`src/rtl/sc_game_turn_arbiter.sv`:
```
// Turn scheduler for the two-player game: grants the shared shift register to one
// player at a time, forwards one move per turn, enforces a per-turn timeout.
module sc_game_turn_arbiter #(
    parameter int TURN_TICKS = 10,
    parameter int TIMER_W    = 4,
    parameter int MOVE_W     = 8
) (
    input  logic               SC_STATEMACHINE_JUG1_CLOCK_50,
    input  logic               SC_STATEMACHINE_JUG1_RESET_InHigh,
    input  logic               tick_In,
    input  logic               startButton_InLow,
    input  logic [1:0]         p1_shiftselection_In,
    input  logic [1:0]         p2_shiftselection_In,
    input  logic               gameover_InHigh,
    output logic [1:0]         shiftselection_Out,
    output logic               clear_OutLow,
    output logic               turn_Out,
    output logic               p1_grant_Out,
    output logic               p2_grant_Out,
    output logic               timeout_Out,
    output logic [TIMER_W-1:0] timer_Out,
    output logic [MOVE_W-1:0]  movecount_Out
);

    typedef enum logic [2:0] {
        RESET  = 3'd0,
        IDLE   = 3'd1,
        CLEAR  = 3'd2,
        TURN   = 3'd3,
        MOVE   = 3'd4,
        SWITCH = 3'd5,
        DONE   = 3'd6
    } stateType;

    localparam logic [1:0]         HOLD       = 2'b11;
    localparam logic [TIMER_W-1:0] TIMER_LOAD = TIMER_W'(TURN_TICKS);
    localparam logic [TIMER_W-1:0] TIMER_ONE  = TIMER_W'(1);
    localparam logic [MOVE_W-1:0]  MOVE_MAX   = '1;

    stateType           stateReg, stateNext;
    logic               turnReg, turnNext;
    logic [TIMER_W-1:0] timerReg, timerNext;
    logic [MOVE_W-1:0]  moveCountReg, moveCountNext;
    logic [1:0]         latchReg, latchNext;
    logic               timeoutReg, timeoutNext;

    logic [1:0] reqVec [2];
    logic [1:0] grantVec;
    logic [1:0] grantedReq;
    logic       reqIsMove;

    assign reqVec[0] = p1_shiftselection_In;
    assign reqVec[1] = p2_shiftselection_In;

    // Player gi is granted only while waiting in TURN and it is its turn.
    genvar gi;
    generate
        for (gi = 0; gi < 2; gi++) begin : genGrant
            assign grantVec[gi] = (stateReg == TURN) && (turnReg == (gi != 0));
        end
    endgenerate

    assign grantedReq = reqVec[turnReg];
    assign reqIsMove  = (grantedReq == 2'b01) || (grantedReq == 2'b10);

    always_ff @(posedge SC_STATEMACHINE_JUG1_CLOCK_50 or posedge SC_STATEMACHINE_JUG1_RESET_InHigh) begin
        if (SC_STATEMACHINE_JUG1_RESET_InHigh) begin
            stateReg     <= RESET;
            turnReg      <= 1'b0;
            timerReg     <= '0;
            moveCountReg <= '0;
            latchReg     <= HOLD;
            timeoutReg   <= 1'b0;
        end else begin
            stateReg     <= stateNext;
            turnReg      <= turnNext;
            timerReg     <= timerNext;
            moveCountReg <= moveCountNext;
            latchReg     <= latchNext;
            timeoutReg   <= timeoutNext;
        end
    end

    always_comb begin
        stateNext     = stateReg;
        turnNext      = turnReg;
        timerNext     = timerReg;
        moveCountNext = moveCountReg;
        latchNext     = latchReg;
        timeoutNext   = timeoutReg;
        case (stateReg)
            RESET: stateNext = IDLE;
            IDLE: begin
                if (!startButton_InLow) stateNext = CLEAR;
            end
            CLEAR: begin
                timerNext     = TIMER_LOAD;
                turnNext      = 1'b0;
                moveCountNext = '0;
                timeoutNext   = 1'b0;
                stateNext     = TURN;
            end
            TURN: begin
                // Gameover beats a move, and a move beats an expiring tick.
                if (gameover_InHigh) begin
                    stateNext = DONE;
                end else if (reqIsMove) begin
                    latchNext   = grantedReq;
                    timeoutNext = 1'b0;
                    stateNext   = MOVE;
                end else if (tick_In && (timerReg == TIMER_ONE)) begin
                    timeoutNext = 1'b1;
                    stateNext   = SWITCH;
                end else if (tick_In) begin
                    timerNext = timerReg - TIMER_ONE;
                end
            end
            MOVE: begin
                if (moveCountReg != MOVE_MAX) moveCountNext = moveCountReg + 1'b1;
                stateNext = SWITCH;
            end
            SWITCH: begin
                turnNext    = ~turnReg;
                timerNext   = TIMER_LOAD;
                timeoutNext = 1'b0;
                stateNext   = TURN;
            end
            DONE: begin
                if (!startButton_InLow) stateNext = CLEAR;
            end
            default: stateNext = IDLE;
        endcase
    end

    always_comb begin
        shiftselection_Out = (stateReg == MOVE) ? latchReg : HOLD;
        clear_OutLow       = (stateReg != CLEAR);
        p1_grant_Out       = grantVec[0];
        p2_grant_Out       = grantVec[1];
        timeout_Out        = (stateReg == SWITCH) && timeoutReg;
        turn_Out           = turnReg;
        timer_Out          = timerReg;
        movecount_Out      = moveCountReg;
    end

endmodule

```
`config.mk`:
```
export PLATFORM = sky130hd
export DESIGN_NAME = sc_game_turn_arbiter
export DESIGN_NICKNAME = d
export VERILOG_FILES = /design/src/rtl/sc_game_turn_arbiter.sv
export SDC_FILE = /design/constraint.sdc
export NUM_CORES = 1
export LEC_CHECK = 0
export ABC_AREA = 1
export CAP_MARGIN = 25
export CORE_MARGIN = 1.5
export CORE_UTILIZATION = 45
export DETAILED_ROUTE_END_ITERATION = 10
export PLACE_DENSITY = 0.78
export SLEW_MARGIN = 30
export SYNTH_ARGS = -nofsm -noshare
export SYNTH_HDL_FRONTEND = slang
export SYNTH_SLANG_ARGS = --single-unit
```
`constraint.sdc`:
```
create_clock -name SC_STATEMACHINE_JUG1_CLOCK_50 -period 1.3 [get_ports SC_STATEMACHINE_JUG1_CLOCK_50]
set_clock_uncertainty 0.1 [all_clocks]
set_input_delay 0.26 -clock SC_STATEMACHINE_JUG1_CLOCK_50 [delete_from_list [all_inputs] [get_ports SC_STATEMACHINE_JUG1_CLOCK_50]]
set_output_delay 0.26 -clock SC_STATEMACHINE_JUG1_CLOCK_50 [all_outputs]
set_load 0.05 [all_outputs]
```
==> metrics.csv, run 1 <==
metric,value,unit
gpl congestion,0.845,
Starting Density,0.472,
CTS root buf,clkbuf_4,
detailed placer's ending HPWL,2750,µm
DIE HEIGHT,56.8,µm
clk buf depth,2,
CTS H-tree depth,1,
post-GRT worst EP,shiftselection_Out[1],
I/O pin cnt,28,
synth warn,0,
Mapped Area,0.00130,mm²
kind of the worst endpoint,primary output,
IO Port Bufs,27,
library cells used by synthesis,29,
Chip Width,56.8,µm
Failed at,global routing (5_1_grt),
#FFs+latches synth,19,
status,aborted with a tool error,
sequential area share after synthesis,0.367,
Syn Inst Count,184,
pin count of the biggest net entering global routing,13,
Err,"[ERROR DPL-0038] Utilization greater than 100%, impossible to legalize",
Site Rows,19,
Mapped Nets,196,
clk sinks,19,
Avg Inst Size Synth,7.07,µm²
total CTS buffers,3,
placed instance count,271,
[synthesized netlist by cell type, drive strengths merged]
| cell | n | area (µm²) |
|---|---|---|
| nand2 | 65 | 274 |
| inv | 32 | 123 |
| nand3 | 21 | 135 |
| nor2 | 19 | 83.8 |
| dfrtp | 17 | 425 |
| o21ai | 8 | 43.8 |
| a21oi | 4 | 23.8 |
| ha | 3 | 37.5 |
| nand4 | 3 | 18.8 |
| dfstp | 2 | 52.6 |
| xor2 | 2 | 17.5 |
| buf | 1 | 5.00 |
| nand3b | 1 | 7.51 |
| nor3 | 1 | 16.3 |
| o211ai | 1 | 7.51 |
| o21bai | 1 | 7.51 |
| o31ai | 1 | 7.51 |
| or2 | 1 | 6.26 |
| xnor2 | 1 | 8.76 |
[kinds of logic after synthesis]
family	synth area share
simple gates	0.416
flops	0.367
compound gates	0.0692
xor+xnor	0.0202
fa+ha+maj	0.0288
buf+inv	0.0981
[stage by stage]
| step | setup TNS, ns | hold slack (ns) | setup WS, ns | utilization | cell area (µm²) |
|---|---|---|---|---|---|
| after CTS | -6.14 | 0.141 | -0.383 | 0.911 | 2510 |
| after detailed placement | -4.48 | 0.375 | -0.359 | 0.756 | 2080 |
| after global placement | -3.51 | 0.356 | -0.291 | 0.756 | 2080 |
| after floorplan | -3.41 | 0.109 | -0.202 | - | 1400 |
[what timing repair did]
| item | CTS |
|---|---|
| hold endpoints to repair | 0 |
| resized for setup | 51 |
| pin swaps | 22 |
| hold buffers | 0 |
| setup buffers | 27 |
| endpoints found under the setup margin | 37 |
==> run 2: changes to the inputs <==
--- a/config.mk
+++ b/config.mk
@@ -8,9 +8,9 @@
 export ABC_AREA = 1
 export CAP_MARGIN = 25
 export CORE_MARGIN = 1.5
-export CORE_UTILIZATION = 45
+export CORE_UTILIZATION = 35
 export DETAILED_ROUTE_END_ITERATION = 10
-export PLACE_DENSITY = 0.78
+export PLACE_DENSITY_LB_ADDON = 0.15
 export SLEW_MARGIN = 30
 export SYNTH_ARGS = -nofsm -noshare
 export SYNTH_HDL_FRONTEND = slang
==> constraint.sdc (replaced) <==
create_clock -name SC_STATEMACHINE_JUG1_CLOCK_50 -period 1.7 [get_ports SC_STATEMACHINE_JUG1_CLOCK_50]
set_clock_uncertainty 0.1 [all_clocks]
set_input_delay 0.34 -clock SC_STATEMACHINE_JUG1_CLOCK_50 [delete_from_list [all_inputs] [get_ports SC_STATEMACHINE_JUG1_CLOCK_50]]
set_output_delay 0.34 -clock SC_STATEMACHINE_JUG1_CLOCK_50 [all_outputs]
set_load 0.05 [all_outputs]
==> metrics.csv, run 2 <==
metric,value,unit
Slew headroom,0.831,
pin count of the biggest net entering global routing,20,
"CTS clk-pin slew, worst paths",0.08,ns
n_diodes,0,
grt total ovfl,0,
CP max FO,6,
Detailed Route WL,3120,µm
total CTS buffers,3,
Core ar.,0.00344,mm²
Site Rows,21,
"worst slack, placed",-0.0109,ns
cell with the most instances after synthesis,nand2_1,
max FFs per register,8,
die area,0.00409,mm²
initial antenna violation count,0,
Worst R2R Start,movecount_Out[0]$_DFFE_PP0P_,
Peak VDD IR,1020,µV
critical path data arrival time,1.22,ns
final worst slack,0.0408,ns
RSZ-0062 raised after global routing,true,
Chip Width,64.0,µm
synth-to-layout area growth,51.3,%
Nets,236,
Peak Freq,603,MHz
Post-route DRC,0,
Mapped Area,0.00130,mm²
power per cell area,1530,mW/mm²
IO Port Bufs,27,
Synth top area share,0.327,
FF-to-FF setup slack,0.13,ns
DR vias,1287,
"Slew Viols, Final",0,
I/O pin cnt,28,
CP Launch Type,flop,
Vias/cell,4.78,
final hold vios,0,
fin crit share,0.976,
"most common cell after layout, fill and taps aside",nand2_1,
Slew @ Worst Pin,0.254,ns
final setup vio count,0,
TritonCTS clock tree,done,
Setup TNS Final,0,ns
hold-fix buffers at CTS,0,
library cells used by synthesis,29,
kind of critical path,flop to output pin,
MaxCap Viol Count,0,
Mapped Nets,196,
"Req. time, crit path",1.26,ns
#FFs+latches synth,19,
synth warn,0,
proportion of layout cells with a drive suffix above 1,0.305,
fin util,0.572,
number of global-route vias before repair,1301,
initial DRC count,33,
Pre-antenna DRT Iters,4,
Avg WL per Cell,11.6,µm
power consumption,3.02,mW
most frequent cells in the layout,"nand2_1 (57), inv_1 (27), nand3_1 (17), buf_12 (17), nor2_1 (13)",
asr flop ratio synth,1.00,
critical path capture point type,output pin,
worst reg2reg path depth,9,
CTS root buf,clkbuf_8,
gpl congestion,0.818,
sequential area share after synthesis,0.367,
Avg Inst Size Synth,7.07,µm²
clock period minus worst slack,1.66,ns
clock latency on the worst-skew pair,0.26,ns
clk sinks,19,
Post-synth top cells,"nand2_1 (57), inv_1 (27), nand3_1 (18), dfrtp_1 (17), nor2_1 (16)",
Total GRT Usage,0.164,
"EDFF count, synth",0,
Starting Density,0.378,
Leak Pwr,0.954,nW
"top cells by area, synth","dfrtp_1 (33%), nand2_1 (16%), inv_1 (7.8%), nand3_1 (6.9%), nor2_1 (4.6%)",
Hold/Removal Path Class,input port to asynchronous set/reset pin,
Yosys top cell by area,dfrtp_1,
Syn Inst Count,184,
Post-DRT Antenna Nets,0,
reg2reg end,movecount_Out[0]$_DFFE_PP0P_,
status,"complete, no violations",
"Primary FF master, synth",dfrtp_1,
first-pass GRT wire length,5400,µm
CTS H-tree depth,1,
clk buf depth,2,
detailed placer's ending HPWL,2400,µm
DIE HEIGHT,64.0,µm
-- run 2: cell counts after synthesis --
Identical to the previous run, type by type.
-- run 2: kinds of logic after synthesis --
kind of cell / after synthesis / synth area share
buffers and inverters: 33 / 0.0981
adders and majority gates: 3 / 0.0288
and+or+nand+nor: 111 / 0.416
xor gates and xnor gates: 3 / 0.0202
AOI/OAI and AO/OA: 15 / 0.0692
DFF: 19 / 0.367
-- run 2: how the worst max path moves through the flow --
stage | depth (start not counted) | from | endpoint
finish | 4 | stateReg[2]$_DFFE_PP0P_ | shiftselection_Out[1]
global route | 4 | stateReg[2]$_DFFE_PP0P_ | shiftselection_Out[1]
CTS | 3 | stateReg[0]$_DFFE_PP0P_ | clear_OutLow
detailed placement | 10 | p1_shiftselection_In[1] | stateReg[2]$_DFFE_PP0P_
global placement | 10 | p2_shiftselection_In[0] | stateReg[1]$_DFFE_PP0P_
floorplan | 3 | turn_Out$_DFFE_PP0N_ | p2_grant_Out
-- run 2: timing repair --
action	in CTS	in global routing
gates resized for setup	8	7
cloned	0	0
hold endpoints to repair	0	0
setup buffers	3	1
endpoints found under the setup margin	6	6
pin swaps	2	4
-- run 2: cell type report --
| type | count | area (µm²) |
|---|---|---|
| multi-input cells | 132 | 741 |
| clock buffers | 3 | 41.3 |
| fillers | 320 | 1470 |
| inverters | 32 | 128 |
| well taps | 46 | 57.6 |
| flip-flops and latches | 19 | 487 |
| clock inverters | 1 | 5.00 |
| repair buffers | 36 | 510 |
-- run 2: power by group --
part           internal (mW)  switching [mW]
Sequential             0.610           0.206
Clock                  0.163           0.162
Combinational          0.776            1.10
Total                   1.55            1.47
-- run 2: worst max-delay path: stages, from the launching register on --
cell,delay [ns]
dfrtp_2,0.42
inv_6,0.07
nor3_4,0.21
nand2_1,0.09
buf_6,0.16
-- run 2: per-stage QoR --
step | std cells | hold WS, ns | instance area (µm²)
6_report | 269 | 0.297 | 1970
5_1_grt | 269 | 0.313 | 1970
4_1_cts | 268 | 0.309 | 1930
3_5_place_dp | 261 | 0.374 | 1840
3_3_place_gp | 261 | 0.364 | 1840
2_1_floorplan | 184 | 0.189 | 1310
-- run 2: metal layers --
metal,part of all wire,wire (µm),GRT usage,vias up
met1,0.45,1390,0.194,609
met2,0.51,1600,0.299,24
li1,-,-,-,650
met4,0.0071,22,0.0353,0
met5,0,0,0,-
met3,0.033,104,0.0370,4
Note: power is estimated with default switching activity, not from simulation.
==> run 3: changes to the inputs <==
--- a/config.mk
+++ b/config.mk
@@ -7,7 +7,6 @@
 export LEC_CHECK = 0
 export ABC_AREA = 1
 export CAP_MARGIN = 25
-export CORE_MARGIN = 1.5
 export CORE_UTILIZATION = 35
 export DETAILED_ROUTE_END_ITERATION = 10
 export PLACE_DENSITY_LB_ADDON = 0.15
==> metrics.csv, run 3 (same netlist as run 2, synthesis figures left out) <==
metric,value,unit
die area,0.00397,mm²
Hold Slack,0.301,ns
max FFs per register,8,
most frequent cells in the layout,"nand2_1 (57), inv_1 (27), nand3_1 (17), buf_12 (17), nor2_1 (12)",
Final Instance Area,0.00199,mm²
Slew @ Worst Pin,0.270,ns
Peak VDD IR,804,µV
synth-to-layout area growth,52.9,%
critical path capture point type,output pin,
CP Cell Sequence,"nor3_4, nand2_1, buf_6",
initial antenna violation count,0,
Chip Width,63.0,µm
"Slew Viols, Final",0,
detailed placer's ending HPWL,2320,µm
Core ar.,0.00344,mm²
M3 GR Usage,0.0493,
status,"complete, but fails checks",
"Req. time, crit path",1.26,ns
kind of critical path,flop to output pin,
failing checks,setup timing,
DR vias,1304,
"Cell Area, Placed",0.00185,mm²
clock period minus worst slack,1.70,ns
Leak Pwr,0.966,nW
clk buf depth,2,
critical path data arrival time,1.26,ns
final worst slack,-0.000721,ns
CTS H-tree depth,1,
clk sinks,19,
Post-route DRC,0,
non-filler cells in the finished layout,272,
Detailed Route WL,3110,µm
number of global-route vias before repair,1225,
Total GRT Usage,0.166,
fillcell total,312,
n_diodes,0,
Hold/Removal Path Class,input port to asynchronous set/reset pin,
Worst R2R Start,stateReg[0]$_DFFE_PP0P_,
Starting Density,0.378,
Slew headroom,0.820,
CP max FO,6,
Pre-antenna DRT Iters,4,
Vias/cell,4.79,
pin count of the biggest net entering global routing,20,
DIE HEIGHT,63.0,µm
met2 GRT Util,0.288,
power consumption,3.05,mW
I/O pin cnt,28,
first-pass GRT wire length,5250,µm
Top Usage Layer GRT,met2,
clock latency on the worst-skew pair,0.26,ns
"CTS clk-pin slew, worst paths",0.08,ns
IO Port Bufs,27,
Setup TNS Final,-0.000721,ns
initial DRC count,52,
placed instance count,262,
CP Capture Point,shiftselection_Out[1],
Peak Freq,588,MHz
reg2reg end,movecount_Out[5]$_DFFE_PP0P_,
MaxCap Viol Count,0,
FF-to-FF setup slack,0.14,ns
final setup vio count,1,
hold-fix buffers at CTS,0,
Slowest cell on crit path,dfrtp_2,
fin crit share,1.00,
grt total ovfl,0,
CTS root buf,clkbuf_8,
"most common cell after layout, fill and taps aside",nand2_1,
Crit. Startpoint,stateReg[0]$_DFFE_PP0P_,
fin util,0.578,
CP Launch Type,flop,
TritonCTS clock tree,done,
gpl congestion,0.759,
Critical Path Stages,3,
RSZ-0062 raised after global routing,true,
worst reg2reg path depth,6,
Max stage delay on crit path,0.50,ns
"worst slack, placed",-0.00914,ns
power per cell area,1530,mW/mm²
Top delay family on crit path,flip-flops,
total CTS buffers,3,
Nets,239,
Critical path buffers and inverters,1,
proportion of layout cells with a drive suffix above 1,0.314,
Avg WL per Cell,11.4,µm
final hold vios,0,
Site Rows,21,
Post-DRT Antenna Nets,0,
grt met1 use,0.196,
run 3: cell types whose count changed in the layout (fill, tap and decap cells not counted), sizes merged:
cell | previous run | this run
inv | 32 | 31
clkbuf | 3 | 4
buf | 28 | 31
run 3: what timing repair did:
item                                    4_1_cts  5_1_grt
endpoints found under the setup margin        6        7
gates cloned                                  0        0
pin swaps                                     1        4
gates resized for setup                       6       10
endpoints found under the hold margin         0        0
buffers inserted                              2        4
run 3: report_power, final:
part	switching, mW	leakage (nW)	internal (mW)
clock network	0.157	0.0228	0.167
registers	0.198	0.235	0.610
logic	1.12	0.708	0.799
total	1.47	0.966	1.58
run 3: tightest hold or removal path, stage by stage:
cell,delay (ns)
clkdlybuf4s50_1,0.40
inv_1,0.05
buf_4,0.26
run 3: area by class of cell:
class	count	area, µm²	share of cell area
clock buffer	4	45.0	0.0226
inverter	32	128	0.0642
multi-input combinational	132	736	0.370
sequential	19	487	0.245
tap	46	57.6	0.0289
timing repair buffer	39	537	0.270
run 3: how the worst min path moves through the flow:
| stage | to | slack (ns) | start |
|---|---|---|---|
| floorplan | movecount_Out[2]$_DFFE_PP0P_ | 0.19 | SC_STATEMACHINE_JUG1_RESET_InHigh |
| global placement | timeoutReg$_DFFE_PP0P_ | 0.36 | timeoutReg$_DFFE_PP0P_ |
| detailed placement | timeoutReg$_DFFE_PP0P_ | 0.36 | timeoutReg$_DFFE_PP0P_ |
| CTS | movecount_Out[3]$_DFFE_PP0P_ | 0.31 | SC_STATEMACHINE_JUG1_RESET_InHigh |
| global route | movecount_Out[3]$_DFFE_PP0P_ | 0.32 | SC_STATEMACHINE_JUG1_RESET_InHigh |
| finish | timer_Out[2]$_DFFE_PP0P_ | 0.30 | SC_STATEMACHINE_JUG1_RESET_InHigh |
run 3: per-layer routing:
layer  share of wire  wire length, µm  vias to the layer above
li1                -                -                      654
met1            0.46             1440                      622
met2            0.49             1520                       26
met3           0.043              134                        2
met4          0.0055               17                        0
met5               0                0                        -
==> run 4: changes to the inputs <==
--- a/config.mk
+++ b/config.mk
@@ -6,10 +6,12 @@
 export NUM_CORES = 1
 export LEC_CHECK = 0
 export ABC_AREA = 1
+export ABC_CLOCK_PERIOD_IN_PS = 1700
 export CAP_MARGIN = 25
 export CORE_UTILIZATION = 35
 export DETAILED_ROUTE_END_ITERATION = 10
 export PLACE_DENSITY_LB_ADDON = 0.15
+export REMOVE_ABC_BUFFERS = 1
 export SLEW_MARGIN = 30
 export SYNTH_ARGS = -nofsm -noshare
 export SYNTH_HDL_FRONTEND = slang
==> metrics.csv, run 4 (same netlist as run 2, synthesis figures left out) <==
metric,value,unit
status,"complete, no violations",
initial antenna violation count,0,
Core ar.,0.00344,mm²
CTS H-tree depth,1,
final setup vio count,0,
"most common cell after layout, fill and taps aside",nand2_1,
Avg WL per Cell,11.8,µm
clock share of power,0.101,
Setup TNS Final,0,ns
Hold Slack,0.301,ns
clock latency on the worst-skew pair,0.25,ns
Peak VDD IR,958,µV
DR vias,1333,
Critical path buffers and inverters,3,
Slew @ Worst Pin,0.256,ns
Slew headroom,0.829,
I/O pin cnt,28,
Pre-antenna DRT Iters,6,
pin count of the biggest net entering global routing,20,
initial DRC count,42,
CP Cell Sequence,"inv_4, buf_4, nand2_4, buf_12",
critical path capture point type,output pin,
first-pass GRT wire length,5530,µm
max FFs per register,8,
Site Rows,21,
CTS root buf,clkbuf_8,
die area,0.00397,mm²
"Req. time, crit path",1.26,ns
n_diodes,0,
Leak Pwr,0.977,nW
number of global-route vias before repair,1240,
Nets,241,
"Slew Viols, Final",0,
CP max FO,6,
placed instance count,264,
hold-fix buffers at CTS,0,
non-filler cells in the finished layout,274,
Post-route DRC,0,
synth-to-layout area growth,52.2,%
most frequent cells in the layout,"nand2_1 (57), inv_1 (27), nand3_1 (17), buf_12 (17)",
MaxCap Viol Count,0,
Pint,1.58,mW
P_sw,1.47,mW
kind of critical path,flop to output pin,
Slowest cell on crit path,dfrtp_1,
sw frac,0.481,
IO Port Bufs,27,
critical path data arrival time,1.26,ns
Starting Density,0.378,
sequential fraction of design power,0.255,
proportion of layout cells with a drive suffix above 1,0.298,
Peak Freq,590,MHz
power consumption,3.05,mW
CP Launch Type,flop,
gpl congestion,0.814,
Detailed Route WL,3240,µm
final hold vios,0,
Hold/Removal Path Class,input port to asynchronous set/reset pin,
clk sinks,19,
Post-DRT Antenna Nets,0,
fin crit share,0.998,
detailed placer's ending HPWL,2440,µm
TritonCTS clock tree,done,
Total GRT Usage,0.175,
Chip Width,63.0,µm
power per cell area,1540,mW/mm²
clock period minus worst slack,1.70,ns
Max stage delay on crit path,0.47,ns
"CTS clk-pin slew, worst paths",0.07,ns
RSZ-0062 raised after global routing,true,
Comb pwr share,0.643,
DIE HEIGHT,63.0,µm
clk buf depth,2,
Vias/cell,4.86,
Top delay family on crit path,flip-flops,
total CTS buffers,3,
grt total ovfl,0,
-- run 4: layout make-up --
type / count / area, µm²
multi-input combinational: 132 / 723
clock buffer: 4 / 45.0
fill: 313 / 1460
inverter: 32 / 125
timing repair buffer: 41 / 548
sequential: 19 / 482
tap: 46 / 57.6
-- run 4: final timing paths --
check,start,to,slack (ns),cells past startpoint
setup / recovery,stateReg[2]$_DFFE_PP0P_,clear_OutLow,0.004,4
setup reg to reg,stateReg[2]$_DFFE_PP0P_,stateReg[1]$_DFFE_PP0P_,0.09,7
min in group SC_STATEMACHINE_JUG1_CLOCK_50,timeoutReg$_DFFE_PP0P_,timeoutReg$_DFFE_PP0P_,0.38,2
hold reg to reg,timeoutReg$_DFFE_PP0P_,timeoutReg$_DFFE_PP0P_,0.38,2
max in group asynchronous,SC_STATEMACHINE_JUG1_RESET_InHigh,latchReg[0]$_DFFE_PP1P_,0.93,3
hold / removal,SC_STATEMACHINE_JUG1_RESET_InHigh,movecount_Out[1]$_DFFE_PP0P_,0.30,3
-- run 4: stage by stage --
| stage | setup WS (ns) | instance area (µm²) | util |
|---|---|---|---|
| floorplan | -0.259 | 1300 | - |
| global placement | 0.0374 | 1850 | 0.537 |
| detailed placement | -0.0299 | 1850 | 0.537 |
| CTS | -0.00530 | 1940 | 0.563 |
| global route | -0.0409 | 1980 | 0.575 |
| finish | 0.00369 | 1980 | 0.575 |
-- run 4: power groups by stage --
| stage | combinational (mW) | sequential, mW | clock (mW) |
|---|---|---|---|
| finish | 1.96 | 0.780 | 0.309 |
| global route | 2.13 | 0.795 | 0.337 |
| CTS | 1.87 | 0.781 | 0.319 |
| detailed placement | 1.80 | 0.774 | 0 |
| global placement | 1.76 | 0.770 | 0 |
| floorplan | 0.897 | 0.964 | 0 |
-- run 4: worst min-delay path: stages --
cell and delay (ns):
clkdlybuf4s50_1 0.39, inv_1 0.05, buf_4 0.25
-- run 4: repair_timing --
action                     4_1_cts  5_1_grt
buffers inserted                 2        4
resized for setup               10        3
setup endpoints to repair        6        7
pin swaps                        2        2
-- run 4: metal layers --
metal	share of wire	global-route usage	routed length, µm
met1	0.43	0.213	1400
met2	0.51	0.313	1670
met3	0.049	0.0420	159
met5	0	0	0
met4	0.0037	0.0291	12
